**config.mk**
```make
export PLATFORM = sky130hd
export DESIGN_NAME = ahblite_dec_mux_flat
export DESIGN_NICKNAME = d
export VERILOG_FILES = /design/src/rtl/ahblite_dec_mux_if.sv /design/src/rtl/ahblite_dec_mux.sv /design/src/flat_wrapper.sv
export SDC_FILE = /design/constraint.sdc
export NUM_CORES = 1
export LEC_CHECK = 0
export CAP_MARGIN = 0
export CORE_AREA = 2 2 157 159
export CTS_BUF_LIST = sky130_fd_sc_hd__clkbuf_8
export CTS_CLUSTER_DIAMETER = 50
export DETAILED_ROUTE_END_ITERATION = 16
export DIE_AREA = 0 0 159 161
export GPL_TIMING_DRIVEN = 0
export RECOVER_POWER = 50
export SLEW_MARGIN = 5
export SYNTH_ARGS = -nofsm -noshare
export SYNTH_HDL_FRONTEND = slang
export SYNTH_SLANG_ARGS = --single-unit
```
**constraint.sdc**
```tcl
create_clock -name HCLK -period 2.6 [get_ports HCLK]
set_clock_uncertainty 0.15 [all_clocks]
set_input_delay 0.78 -clock HCLK [delete_from_list [all_inputs] [get_ports HCLK]]
set_output_delay 0.78 -clock HCLK [all_outputs]
set_load 0.1 [all_outputs]
```
**src/rtl/ahblite_dec_mux_if.sv**
```systemverilog
// AHB-Lite bus bundle between the master/slave fabric and the decoder/mux.
// The master modport is the fabric side: the master drives address and
// transfer type, the slaves drive their ready/response/data vectors.
// The slave modport is the decoder/mux side.
interface ahblite_dec_mux_if #(
  parameter int NPORT = 8
);
  logic [31:0]         HADDR;
  logic [1:0]          HTRANS;
  logic [NPORT-1:0]    HSEL_S;
  logic [NPORT-1:0]    HREADYOUT_S;
  logic [NPORT-1:0]    HRESP_S;
  logic [NPORT*32-1:0] HRDATA_S;
  logic                HREADY;
  logic                HRESP;
  logic [31:0]         HRDATA;

  modport master (
    output HADDR, HTRANS, HREADYOUT_S, HRESP_S, HRDATA_S,
    input  HSEL_S, HREADY, HRESP, HRDATA
  );

  modport slave (
    input  HADDR, HTRANS, HREADYOUT_S, HRESP_S, HRDATA_S,
    output HSEL_S, HREADY, HRESP, HRDATA
  );
endinterface

```
**src/rtl/ahblite_dec_mux.sv**
```systemverilog
// AHB-Lite address decoder and response multiplexer with a built-in default
// slave. Each port owns one 64 KB region selected by HADDR[31:16]; anything
// that hits no enabled port is answered by the default slave, which gives a
// two-cycle ERROR to active transfers and logs the offending address.
module ahblite_dec_mux #(
  parameter int                  NPORT     = 8,
  parameter logic [NPORT*16-1:0] PORT_BASE = {16'h4004, 16'h4003, 16'h3000, 16'h4002,
                                              16'h4001, 16'h4000, 16'h2000, 16'h0000},
  parameter logic [NPORT-1:0]    PORT_EN   = '1
) (
  input  logic                    HCLK,
  input  logic                    HRESET,
  ahblite_dec_mux_if.slave        bus,
  input  logic                    ERR_CLR,
  output logic [15:0]             ERR_CNT,
  output logic [31:0]             ERR_ADDR
);

  // One extra select code beyond the real ports stands for the default slave.
  localparam int              SELW = $clog2(NPORT + 1);
  localparam logic [SELW-1:0] DEF  = SELW'(NPORT);

  typedef enum logic [1:0] {
    IDLE,
    ERR1,
    ERR2
  } def_state_t;

  logic [NPORT-1:0] hsel;
  logic [SELW-1:0]  hit_idx;
  logic             unmapped;
  logic [SELW-1:0]  sel_q;
  def_state_t       state_q;
  def_state_t       state_d;
  logic             hready;
  logic             hresp;
  logic [31:0]      hrdata;
  logic             take_err;
  logic [15:0]      err_cnt_q;
  logic [31:0]      err_addr_q;

  // Address decode: the lowest-numbered enabled port that matches wins, so HSEL_S stays one-hot or zero.
  always_comb begin
    hsel     = '0;
    hit_idx  = DEF;
    unmapped = 1'b1;
    for (int i = 0; i < NPORT; i++) begin
      if (unmapped && PORT_EN[i] && (bus.HADDR[31:16] == PORT_BASE[16*i +: 16])) begin
        hsel[i]  = 1'b1;
        hit_idx  = SELW'(i);
        unmapped = 1'b0;
      end
    end
  end

  // Response mux: steer the data-phase owner's signals, or the default slave's own response.
  always_comb begin
    hready = 1'b1;
    hresp  = 1'b0;
    hrdata = '0;
    if (sel_q == DEF) begin
      hready = (state_q != ERR1);
      hresp  = (state_q != IDLE);
    end else begin
      for (int i = 0; i < NPORT; i++) begin
        if (sel_q == SELW'(i)) begin
          hready = bus.HREADYOUT_S[i];
          hresp  = bus.HRESP_S[i];
          hrdata = bus.HRDATA_S[32*i +: 32];
        end
      end
    end
  end

  // An unmapped active transfer accepted this cycle starts a new ERROR response.
  assign take_err = hready && unmapped && bus.HTRANS[1];

  // Default slave next state: ERR1 always moves on to ERR2; ERR2 re-samples the next address phase.
  always_comb begin
    state_d = state_q;
    case (state_q)
      IDLE:    if (take_err) state_d = ERR1;
      ERR1:    state_d = ERR2;
      ERR2:    state_d = take_err ? ERR1 : IDLE;
      default: state_d = IDLE;
    endcase
  end

  // Data-phase owner and default slave state; the owner only advances when the bus is ready.
  always_ff @(posedge HCLK) begin
    if (HRESET) begin
      sel_q   <= DEF;
      state_q <= IDLE;
    end else begin
      state_q <= state_d;
      if (hready) sel_q <= hit_idx;
    end
  end

  // Error log: saturating count of ERROR responses and the address that caused the latest one.
  always_ff @(posedge HCLK) begin
    if (HRESET) begin
      err_cnt_q  <= '0;
      err_addr_q <= '0;
    end else if (take_err) begin
      err_addr_q <= bus.HADDR;
      if (ERR_CLR)                   err_cnt_q <= 16'd1;
      else if (err_cnt_q != 16'hFFFF) err_cnt_q <= err_cnt_q + 16'd1;
    end else if (ERR_CLR) begin
      err_cnt_q <= '0;
    end
  end

  assign bus.HSEL_S = hsel;
  assign bus.HREADY = hready;
  assign bus.HRESP  = hresp;
  assign bus.HRDATA = hrdata;
  assign ERR_CNT    = err_cnt_q;
  assign ERR_ADDR   = err_addr_q;

endmodule

```
**src/flat_wrapper.sv**
```systemverilog
// flat-port wrapper written by rule: the top's interface ports become plain ports
module ahblite_dec_mux_flat 
#(
  parameter int                  NPORT     = 8,
  parameter logic [NPORT*16-1:0] PORT_BASE = {16'h4004, 16'h4003, 16'h3000, 16'h4002,
                                              16'h4001, 16'h4000, 16'h2000, 16'h0000},
  parameter logic [NPORT-1:0]    PORT_EN   = '1
)
  (HCLK, HRESET, ERR_CLR, ERR_CNT, ERR_ADDR, bus_HADDR, bus_HTRANS, bus_HREADYOUT_S, bus_HRESP_S, bus_HRDATA_S, bus_HSEL_S, bus_HREADY, bus_HRESP, bus_HRDATA);
  ahblite_dec_mux_if #(.NPORT(NPORT)) bus_i ();
  input  logic HCLK;
  input  logic HRESET;
  input  logic ERR_CLR;
  output logic [15:0] ERR_CNT;
  output logic [31:0] ERR_ADDR;
  input wire logic [$bits(bus_i.HADDR)-1:0] bus_HADDR;
  input wire logic [$bits(bus_i.HTRANS)-1:0] bus_HTRANS;
  input wire logic [$bits(bus_i.HREADYOUT_S)-1:0] bus_HREADYOUT_S;
  input wire logic [$bits(bus_i.HRESP_S)-1:0] bus_HRESP_S;
  input wire logic [$bits(bus_i.HRDATA_S)-1:0] bus_HRDATA_S;
  output wire logic [$bits(bus_i.HSEL_S)-1:0] bus_HSEL_S;
  output wire logic [$bits(bus_i.HREADY)-1:0] bus_HREADY;
  output wire logic [$bits(bus_i.HRESP)-1:0] bus_HRESP;
  output wire logic [$bits(bus_i.HRDATA)-1:0] bus_HRDATA;
  assign bus_i.HADDR = bus_HADDR;
  assign bus_i.HTRANS = bus_HTRANS;
  assign bus_i.HREADYOUT_S = bus_HREADYOUT_S;
  assign bus_i.HRESP_S = bus_HRESP_S;
  assign bus_i.HRDATA_S = bus_HRDATA_S;
  assign bus_HSEL_S = bus_i.HSEL_S;
  assign bus_HREADY = bus_i.HREADY;
  assign bus_HRESP = bus_i.HRESP;
  assign bus_HRDATA = bus_i.HRDATA;
  ahblite_dec_mux #(.NPORT(NPORT), .PORT_BASE(PORT_BASE), .PORT_EN(PORT_EN)) u_core (.HCLK(HCLK), .HRESET(HRESET), .bus(bus_i), .ERR_CLR(ERR_CLR), .ERR_CNT(ERR_CNT), .ERR_ADDR(ERR_ADDR));
endmodule
```
==> results.sh <==
export IMPL_io_buffers=393
export IMPL_synth_ff_type="dfxtp_1"
export IMPL_r2r_slack_ns=-0.05
export IMPL_whs_ns=0.3062
export IMPL_pwr_density_cell_nw_per_um2=222.8
export IMPL_dieArea_um2=25600
export IMPL_fin_nets=1352
export IMPL_synthToLayoutAreaGrowth_pct=166.2
export IMPL_critPathRequiredTime_ns=1.67
export IMPL_io_pins=399
export IMPL_rows=57
export IMPL_syn_nets=898
export IMPL_yosysUniqueCellTypes=56
export IMPL_max_freq_mhz=315.6
export IMPL_cp_data_arrival_time_ns=2.24
export IMPL_diodes=0
export IMPL_fillCellCount=2313
export IMPL_num_vias=6637
export IMPL_htree_levels=2
export IMPL_ant_nets=0
export IMPL_swShare_pct=34.90
export IMPL_yosysWarnings=0
export IMPL_route_met2_wl_um=15240
export IMPL_wire_per_inst_um=20.96
export IMPL_vias_per_cell=4.859
export IMPL_yosys_register_bits=54
export IMPL_yosysMostFrequentCell="nor2_1"
export IMPL_grt_use_total_pct=20.93
export IMPL_die_h_um=161
export IMPL_pwr_share_clk_pct=19.1
export IMPL_initial_core_util_pct=17.82
export IMPL_synthXorXnorAreaFrac_pct=0.2051
export IMPL_synth_compound_area_share_pct=37.56
export IMPL_setup_ws_ns=-0.5682
export IMPL_combinationalPowerShare_pct=45.8
export IMPL_finish_instance_area_um2=11370
export IMPL_slowest_delay_ns=0.39
export IMPL_maxSlewHeadroom_pct=33.36
export IMPL_ir_drop_mv=0.3839
export IMPL_yosys_area_top_type_share_pct=25.31
export IMPL_endpoint_kind="output pin"
export IMPL_hold_end="u_core.state_q[1]$_SDFFE_PP0P_"
export IMPL_seq_area_frac_synth_pct=25.31
export IMPL_first_pass_iters=5
export IMPL_r2r_start="u_core.sel_q[1]$_SDFFE_PP0N_"
export IMPL_tightest_slew_ns=1.004
export IMPL_first_global_vias=6951
export IMPL_maxSlewViolCount=0
export IMPL_hold_start="u_core.state_q[1]$_SDFFE_PP0P_"
export IMPL_hold_path_class="reg -> reg"
export IMPL_violations="negative setup slack"
export IMPL_met3_wirelength_um=1913
export IMPL_tritoncts="yes"
export IMPL_grt_overflow_total=0
export IMPL_min_period_ns=3.168
export IMPL_topRoutingLayerUsed="met5"
export IMPL_synthTopCellsByArea="dfxtp_1 (25%), a22oi_1 (10%), a21oi_1 (9.3%)"
export IMPL_avgSynthCellArea_um2=7.262
export IMPL_crit_slowest_cell="or3_4"
export IMPL_gp_congestion=0.9070
export IMPL_critPathMaxFanout=3
export IMPL_grt_pass1_wl_um=42070
export IMPL_finalHoldViolations=0
export IMPL_cts_hold_buffers=0
export IMPL_synth_async_reset_ratio_pct=0
export IMPL_fin_crit_sh_pct=121.9
export IMPL_hold_depth=1
export IMPL_netlist_instances=588
export IMPL_switchingPower_mw=0.8838
export IMPL_critical_path_class="in -> out"
export IMPL_ff2ff_path_depth=12
export IMPL_setup_viol=70
export IMPL_clkTransAtPathRegs_ns=0.09
export IMPL_drive_above_1_share_pct=34.64
export IMPL_drc=0
export IMPL_pre_cts_slack_ns=-2.048
export IMPL_rr_endpoint="u_core.ERR_ADDR[2]$_SDFFE_PP0P_"
export IMPL_wl_met1_um=11050
export IMPL_numCtsBuffers=5
export IMPL_startpoint_type="input port"
export IMPL_initialDrtViolationCount=278
export IMPL_clk_insertion_delay_late_ns=0.32
export IMPL_seqPwrFrac_pct=35.0
export IMPL_synth_top_area_cell="dfxtp_1"
export IMPL_synth_common_cells="nor2_1 (95), a21oi_1 (79), a22oi_1 (58)"
export IMPL_fp_dieW_um=159
export IMPL_synth_area_um2=4270
export IMPL_synth_adder_area_share_pct=0.2930
export IMPL_core_region_area_um2=23960
export IMPL_utilization_pct=47.43
export IMPL_internal_power_mw=1.649
export IMPL_power_leakage_nw=4.191
export IMPL_hpwl_um=21680
export IMPL_synth_edf_count=0
export IMPL_status="finished, violations left"
export IMPL_place_area_um2=9724
export IMPL_synthMuxAreaShare_pct=8.731
export IMPL_cts_buffer_depth=2
export IMPL_clock_sinks=54
export IMPL_cap_violations=0
export IMPL_finalWirelength_um=28640
export IMPL_grt_setup_unrepaired="yes"
export IMPL_antenna_found_initial=1
export IMPL_grt_max_degree=17
export IMPL_yosys_area_share_simple_pct=21.77
export IMPL_crit_chain="buf_8 -> nor4_4 -> nand3_2 -> or3_4 -> nor4b_4 -> buf_6"
export IMPL_synth_top_family_by_area="compound AO/OA/AOI/OAI gates"
export IMPL_clockRootBuffer="clkbuf_8"
layout by cell type (no fill, tap or decap), types with 6 or more instances in the layout:
master	n
o22ai_1	27
dfxtp_1	42
dlygate4sd2_1	51
clkbuf_8	18
clkbuf_16	14
nor2_4	9
clkbuf_1	8
clkbuf_2	13
nand3b_1	6
buf_6	14
a31oi_1	25
dfxtp_2	9
a22oi_2	42
and3_1	8
a21oi_4	35
a21oi_1	11
a21oi_2	34
clkdlybuf4s15_1	6
a22oi_1	16
clkdlybuf4s50_1	279
buf_4	32
nor2_1	87
mux2i_1	32
nor3_1	6
a31oi_2	8
o21ai_1	6
nand2_1	18
buf_12	50
buf_8	7
clkbuf_4	7
a31o_1	6
registers in the layout, summed over array words and instances, names as in the netlist:
name and cells:
u_core.ERR_CNT 16, u_core.sel_q 4, u_core.ERR_ADDR 32, u_core.state_q 2
per-layer routing:
metal	GRT usage, %	up-vias
met5	0	-
met4	3.595	2
met3	5.367	34
met2	39.94	274
met1	23.65	3158
li1	-	3169
kinds of logic (layout without fill, tap and decap cells):
logic type,count (synthesis),count (layout)
adder cells (fa/ha/maj),1,1
AND/OR/NAND/NOR,188,188
buffers and inverters,60,513
XOR/XNOR,1,1
flip-flops,54,54
multiplexers,36,36
AO/OA/AOI/OAI,248,249
power groups by stage:
stage                     registers (mW)  logic (mW)  clock network, mW
final                              0.887        1.16              0.485
after global routing               0.892        1.22              0.542
after CTS                          0.886        1.08              0.507
after detailed placement           0.907        1.07                  0
after global placement             0.907        1.07                  0
after floorplan                     1.16       0.208                  0
critical path, delay by kind of cell:
family | cells | cell delay [ns]
AND/OR/NAND/NOR | 4 | 1.09
buffers and inverters | 2 | 0.36
worst max path at each step:
stage,from,endpoint,slack (ns),cells after the start
finish,bus_HADDR[21],bus_HSEL_S[4],-0.57,6
global route,u_core.sel_q[1]$_SDFFE_PP0N_,bus_HRDATA[15],-0.66,9
floorplan,bus_HADDR[31],bus_HSEL_S[4],-1.08,4
global placement,bus_HADDR[31],bus_HSEL_S[4],-2.05,6
detailed placement,bus_HADDR[31],bus_HSEL_S[4],-2.05,6
CTS,bus_HADDR[21],bus_HSEL_S[4],-0.60,6
final cells by class:
cell class                      count  area (um^2)  area share (%)
Buffer                             53        698.2           6.143
Timing Repair Buffer              448         4852           42.69
Multi-Input combinational cell    475         4203           36.98
Inverter                            5        21.27          0.1871
Sequential cell                    54         1104           9.709
Clock inverter                      2        13.76          0.1211
Tap cell                          324        405.4           3.567
Clock buffer                        5        68.82          0.6055
repair_timing:
action / CTS / global route
setup endpoints to repair: 138 / 93
setup buffers: 35 / 10
resized for setup: 567 / 75
cloned: 8 / 6
pin swaps: 44 / 45
stage by stage:
| stage | TNS, ns | cells | power [mW] |
|---|---|---|---|
| finish | -20.97 | 1366 | 2.532 |
| global route | -28.20 | 1366 | 2.649 |
| CTS | -21.15 | 1355 | 2.474 |
| detailed placement | -89.45 | 1305 | 1.978 |
| global placement | -89.23 | 1305 | 1.975 |
| floorplan | -15.38 | 588 | 1.364 |
(Power assumes the default switching activity.)
